<file path="src/rtl/adc_pipe_pkg.sv">
// Shared types and constants for the pipelined ADC alignment encoder.
// Stage words are 3-bit one-hot; decoded codes are 2-bit.
package adc_pipe_pkg;

    localparam int ONEHOT_WIDTH = 3;
    localparam int CODE_WIDTH   = 2;

    typedef logic [CODE_WIDTH-1:0] code_t;

    localparam code_t CODE_LO  = 2'd0;
    localparam code_t CODE_MID = 2'd1;
    localparam code_t CODE_HI  = 2'd2;

    // Mid-scale is the minimum-error guess when a stage word is malformed.
    localparam code_t CODE_INVALID = CODE_MID;

endpackage

</file>
<file path="src/rtl/adc_onehot_dec.sv">
// Combinational one-hot stage word to 2-bit code converter.
// Any pattern that is not exactly one-hot yields the substitute code and err=1.
module adc_onehot_dec
    import adc_pipe_pkg::*;
(
    input  logic [ONEHOT_WIDTH-1:0] onehot,
    output code_t                   code,
    output logic                    err
);

    always_comb begin
        code = CODE_INVALID;
        err  = 1'b1;
        case (onehot)
            3'b001: begin
                code = CODE_LO;
                err  = 1'b0;
            end
            3'b010: begin
                code = CODE_MID;
                err  = 1'b0;
            end
            3'b100: begin
                code = CODE_HI;
                err  = 1'b0;
            end
            default: ;
        endcase
    end

endmodule

</file>
<file path="src/rtl/adc_pipe_align_encoder.sv">
// Time-aligns staggered pipelined-ADC stage decisions, applies overlap-add
// digital error correction, flags malformed words and counts errored samples.
module adc_pipe_align_encoder
    import adc_pipe_pkg::*;
#(
    parameter int NUM_STAGES   = 3,
    parameter int ONEHOT_WIDTH = 3,
    parameter int CNT_WIDTH    = 8
) (
    input  logic                               clock_i,
    input  logic                               reset_i,
    input  logic                               valid_i,
    input  logic [NUM_STAGES*ONEHOT_WIDTH-1:0] d_stage_i,
    input  logic                               err_clr_i,
    output logic [NUM_STAGES-1:0]              d_o,
    output logic                               valid_o,
    output logic                               code_err_o,
    output logic [CNT_WIDTH-1:0]               err_cnt_o
);

    // valid_i marks the cycle carrying stage 1 of a sample; valid_o marks the
    // cycle d_o/code_err_o belong to that sample. No back-pressure exists, so
    // every cycle produces an output and consumers must qualify with valid_o.

    localparam int SUM_W = NUM_STAGES + 1;

    code_t                   dec_code [NUM_STAGES];
    logic                    dec_err  [NUM_STAGES];
    code_t                   aln_code [NUM_STAGES];
    logic                    aln_err  [NUM_STAGES];
    logic [NUM_STAGES-2:0]   valid_pipe;
    logic [SUM_W-1:0]        sum;
    logic                    err_any;
    logic [NUM_STAGES-1:0]   d_next;

    // Stage s (0 = stage 1) arrives NUM_STAGES-1-s cycles before the last
    // stage, so it is held that many cycles to line up with it.
    generate
        for (genvar s = 0; s < NUM_STAGES; s++) begin : g_stage
            localparam int DEPTH = NUM_STAGES - 1 - s;

            adc_onehot_dec u_dec (
                .onehot (d_stage_i[(NUM_STAGES-1-s)*ONEHOT_WIDTH +: ONEHOT_WIDTH]),
                .code   (dec_code[s]),
                .err    (dec_err[s])
            );

            if (DEPTH > 0) begin : g_delay
                code_t            dly_code [DEPTH];
                logic [DEPTH-1:0] dly_err;

                always_ff @(posedge clock_i) begin
                    if (reset_i) begin
                        for (int j = 0; j < DEPTH; j++) begin
                            dly_code[j] <= CODE_LO;
                        end
                        dly_err <= '0;
                    end else begin
                        dly_code[0] <= dec_code[s];
                        dly_err[0]  <= dec_err[s];
                        for (int j = 1; j < DEPTH; j++) begin
                            dly_code[j] <= dly_code[j-1];
                            dly_err[j]  <= dly_err[j-1];
                        end
                    end
                end

                assign aln_code[s] = dly_code[DEPTH-1];
                assign aln_err[s]  = dly_err[DEPTH-1];
            end else begin : g_direct
                assign aln_code[s] = dec_code[s];
                assign aln_err[s]  = dec_err[s];
            end
        end
    endgenerate

    always_ff @(posedge clock_i) begin
        if (reset_i) begin
            valid_pipe <= '0;
        end else begin
            valid_pipe[0] <= valid_i;
            for (int j = 1; j < NUM_STAGES - 1; j++) begin
                valid_pipe[j] <= valid_pipe[j-1];
            end
        end
    end

    // Overlap-add: each 1.5-bit stage carries weight 2^(N-1-i); the final
    // 1-bit stage only contributes its top decision. The sum never overflows.
    always_comb begin
        sum     = '0;
        err_any = 1'b0;
        for (int s = 0; s < NUM_STAGES - 1; s++) begin
            sum = sum + (SUM_W'(aln_code[s]) << (NUM_STAGES - 2 - s));
        end
        sum = sum + SUM_W'(aln_code[NUM_STAGES-1] == CODE_HI);
        for (int s = 0; s < NUM_STAGES; s++) begin
            err_any = err_any | aln_err[s];
        end
    end

    assign d_next = NUM_STAGES'(sum);

    always_ff @(posedge clock_i) begin
        if (reset_i) begin
            d_o        <= '0;
            valid_o    <= 1'b0;
            code_err_o <= 1'b0;
        end else begin
            d_o        <= d_next;
            valid_o    <= valid_pipe[NUM_STAGES-2];
            code_err_o <= err_any;
        end
    end

    // Counts from the registered outputs; a clear beats a coincident increment.
    always_ff @(posedge clock_i) begin
        if (reset_i || err_clr_i) begin
            err_cnt_o <= '0;
        end else if (valid_o && code_err_o && (err_cnt_o != '1)) begin
            err_cnt_o <= err_cnt_o + 1'b1;
        end
    end

endmodule
</file>
<file path="config.mk">
export PLATFORM = sky130hd
export DESIGN_NAME = adc_pipe_align_encoder
export DESIGN_NICKNAME = d
export VERILOG_FILES = /design/src/rtl/adc_pipe_pkg.sv /design/src/rtl/adc_onehot_dec.sv /design/src/rtl/adc_pipe_align_encoder.sv
export SDC_FILE = /design/constraint.sdc
export NUM_CORES = 1
export LEC_CHECK = 0
export ABC_AREA = 1
export CORE_ASPECT_RATIO = 1.5
export CORE_UTILIZATION = 47
export DETAILED_ROUTE_END_ITERATION = 10
export PLACE_DENSITY_LB_ADDON = 0.2
export SLEW_MARGIN = 0
export SYNTH_ARGS = -nofsm -noshare
export SYNTH_HDL_FRONTEND = slang
export SYNTH_SLANG_ARGS = --single-unit
</file>
<file path="constraint.sdc">
create_clock -name clock_i -period 1.64 [get_ports clock_i]
set_clock_uncertainty 0.1 [all_clocks]
set_input_delay 0.164 -clock clock_i [delete_from_list [all_inputs] [get_ports clock_i]]
set_output_delay 0.164 -clock clock_i [all_outputs]
set_load 0.005 [all_outputs]
</file>
==> flow_summary.ini <==
[critical_path]
ff2ff_path_depth = 7
r2r_slack_ns = 0.24
endpoint_kind = register
cp.arrival_ns = 1.72
r2r_start = err_cnt_o[0]
worst_ep_required_time_ns = 1.80
r2r-end = err_cnt_o[5]
crit_fanout = 3
start_kind = primary input
cp-endpoint = d_o[1]
crit_type = in2reg
critPathLaunch = d_stage_i[0]

[clock_network]
cts_buffer_depth = 2
cts_resized = 0
cts.clk_slew.worst_paths_ns = 0.12
numClockSinks = 24
root_buffer = clkbuf_4
hold_buffers = 0
h-tree-depth = 1
clk_latency_ns = 0.31
cts_tree = built
cts_made_buffers = 3
postCtsSetupBuffers = 0

[logic_synthesis]
synth_mux_area_share_pct = 0
synthCells = 134
yosysWarnings = 0
syn-num-nets = 150
avgSynthCellArea_um2 = 7.750
synthArstFlopShare_pct = 0
synth-simple-area-share_pct = 30.24
synth-edff-count = 0
synth-compound-area-share_pct = 7.711
synth_top_family_by_area = simple AND/OR/NAND/NOR gates
synth-main-ff-cell = dfxtp_1
synth_xor_area_share_pct = 0.8434
yosys_register_bits = 24
syn_area_um2 = 1038
ys_seq_area_share_pct = 46.27
synthAdderAreaFrac_pct = 4.337
synthDistinctLibCells = 23

[grt]
grt_max_degree = 14
grt-ovfl-total = 0
use_met1_pct = 18.14
grt_first_pass_wirelength_um = 3298
antenna_found_initial = 0
use_met3_pct = 4.511
gr-usage-met2_pct = 38.32
busiest_layer = met2
grt_pass1_vias = 867
grt_util_all_layers_pct = 20.34

[sta]
holdWs_ns = 0.2515
worst_slew_pin_slew_ns = 0.3677
rsz0062_at_grt = no
fmax_mhz = 641.2
finalHoldViolations = 0
setup_viol_count_final = 0
drv_slew = 0
fin_crit_sh_pct = 95.10
fin_crit_ns = 1.560
slew_headroom_pct = 75.41

[place]
hpwl_um = 1633
dp_cells = 181
gp_congestion = 0.6478
io_buffer_count = 25

[layout]
postLayoutCoreUtil_pct = 66.52
nFillCells = 179
area_growth_syn_to_layout_pct = 31.45
layout_common_cells = inv_1 (26), clkdlybuf4s50_1 (25), nor2_1 (24), dfxtp_1 (24), nand2_1 (17)
drive_gt1_share_pct = 11.04
antenna_cells = 0
fin_cells = 185
nNetsFinal = 180
final_common_cell = inv_1

[floorplanning]
io_pins = 26
fp.dieW_um = 40.38
fp.coreArea_um2 = 2052
die-area_um2 = 2405
row_count = 20
die_h_um = 59.57
start_util_pct = 50.61

[power_and_ir_drop]
finalPower_mw = 1.024
powerDensity_nw_per_um2 = 750.3
vdd_drop_max_uv = 656.7
p_clk_share_pct = 29.8
seqPwrFrac_pct = 59.9
combPwrFrac_pct = 10.3
p_int_uw = 798.8
switchingPower_uw = 225.4
power.share.switching_pct = 22.01
power.leakage_nw = 0.6069

[detailed_routing]
wl_per_cell_um = 10.82
drc = 0
wl_um = 2001
via_per_inst = 4.973
first_pass_iters = 4
vias = 920
dr.first_iter.drc_count = 14
ant_nets = 0

[job]
max_cap_violations = 0

[status]
status = completed

[min_path]
hp-class = in2reg
-- registers in the layout, indices dropped and copies added, names as in the netlist --
name                      count
d_o                           3
err_cnt_o                     8
valid_o                       1
g_stage.g_delay.dly_err       3
g_stage.g_delay.dly_code      6
valid_pipe                    2
code_err_o                    1
-- logic make-up after synthesis --
family                   count (synthesis)
flip-flops                              24
AO/OA/AOI/OAI                           14
buffers and inverters                   29
adder cells (fa/ha/maj)                  3
XOR/XNOR                                 1
AND/OR/NAND/NOR                         63
-- how the worst min path moves through the flow --
stage                     depth (start not counted)                                 to  slack (ns)                              start
after floorplan                                   1                         code_err_o        0.13                            reset_i
after global placement                            2  g_stage[0].g_delay.dly_code[0][2]        0.29  g_stage[0].g_delay.dly_code[0][0]
after detailed placement                          2                      valid_pipe[1]        0.30                      valid_pipe[0]
after CTS                                         3                      valid_pipe[0]        0.25                            valid_i
after global routing                              3                      valid_pipe[0]        0.25                            valid_i
final                                             3                      valid_pipe[0]        0.25                            valid_i
-- cell usage after synthesis (3+ instances only) --
| cell type | count | area (um2) |
|---|---|---|
| nand3_1 | 10 | 50.05 |
| a21oi_1 | 6 | 30.03 |
| inv_1 | 26 | 97.59 |
| a31oi_1 | 3 | 18.77 |
| nand2_1 | 17 | 63.81 |
| nand2_2 | 3 | 18.77 |
| nor2_1 | 24 | 90.09 |
| dfxtp_1 | 24 | 480.5 |
-- per-stage QoR --
stage          worst slack (ns)  setup TNS, ns  instance area, um2
5_1_grt                 0.01350              0                1365
3_5_place_dp            -0.2825        -0.4652                1319
6_report                0.08033              0                1365
2_1_floorplan            0.3796              0                1039
4_1_cts                 0.04020              0                1355
3_3_place_gp            -0.1718        -0.2911                1319
-- worst max-delay path, cell delays in order --
cell	delay, ns
clkdlybuf4s50_1	0.50
inv_1	0.06
nand3_1	0.11
inv_1	0.05
ha_1	0.20
fa_2	0.52
inv_1	0.05
nor2_1	0.07
-- cell type report --
class	instances	area [um2]	area share, %
Clock buffer	4	36.28	2.658
Inverter	28	105.1	7.699
Multi-Input combinational cell	81	457.9	33.55
Sequential cell	24	480.5	35.20
Tap cell	22	27.53	2.016
Timing Repair Buffer	26	257.7	18.88
-- power groups by stage --
stage / registers [mW] / clock network [mW] / logic, mW
floorplan: 0.625 / 0 / 0.0430
global placement: 0.626 / 0 / 0.100
detailed placement: 0.626 / 0 / 0.104
CTS: 0.614 / 0.310 / 0.105
global route: 0.615 / 0.331 / 0.119
finish: 0.613 / 0.305 / 0.106
-- routing by layer --
layer	part of all wire, %	up-vias
li1	-	471
met1	35	420
met2	60	22
met3	2.8	7
met4	2.7	0
met5	0	-
Power figures use the tool's default switching activity.
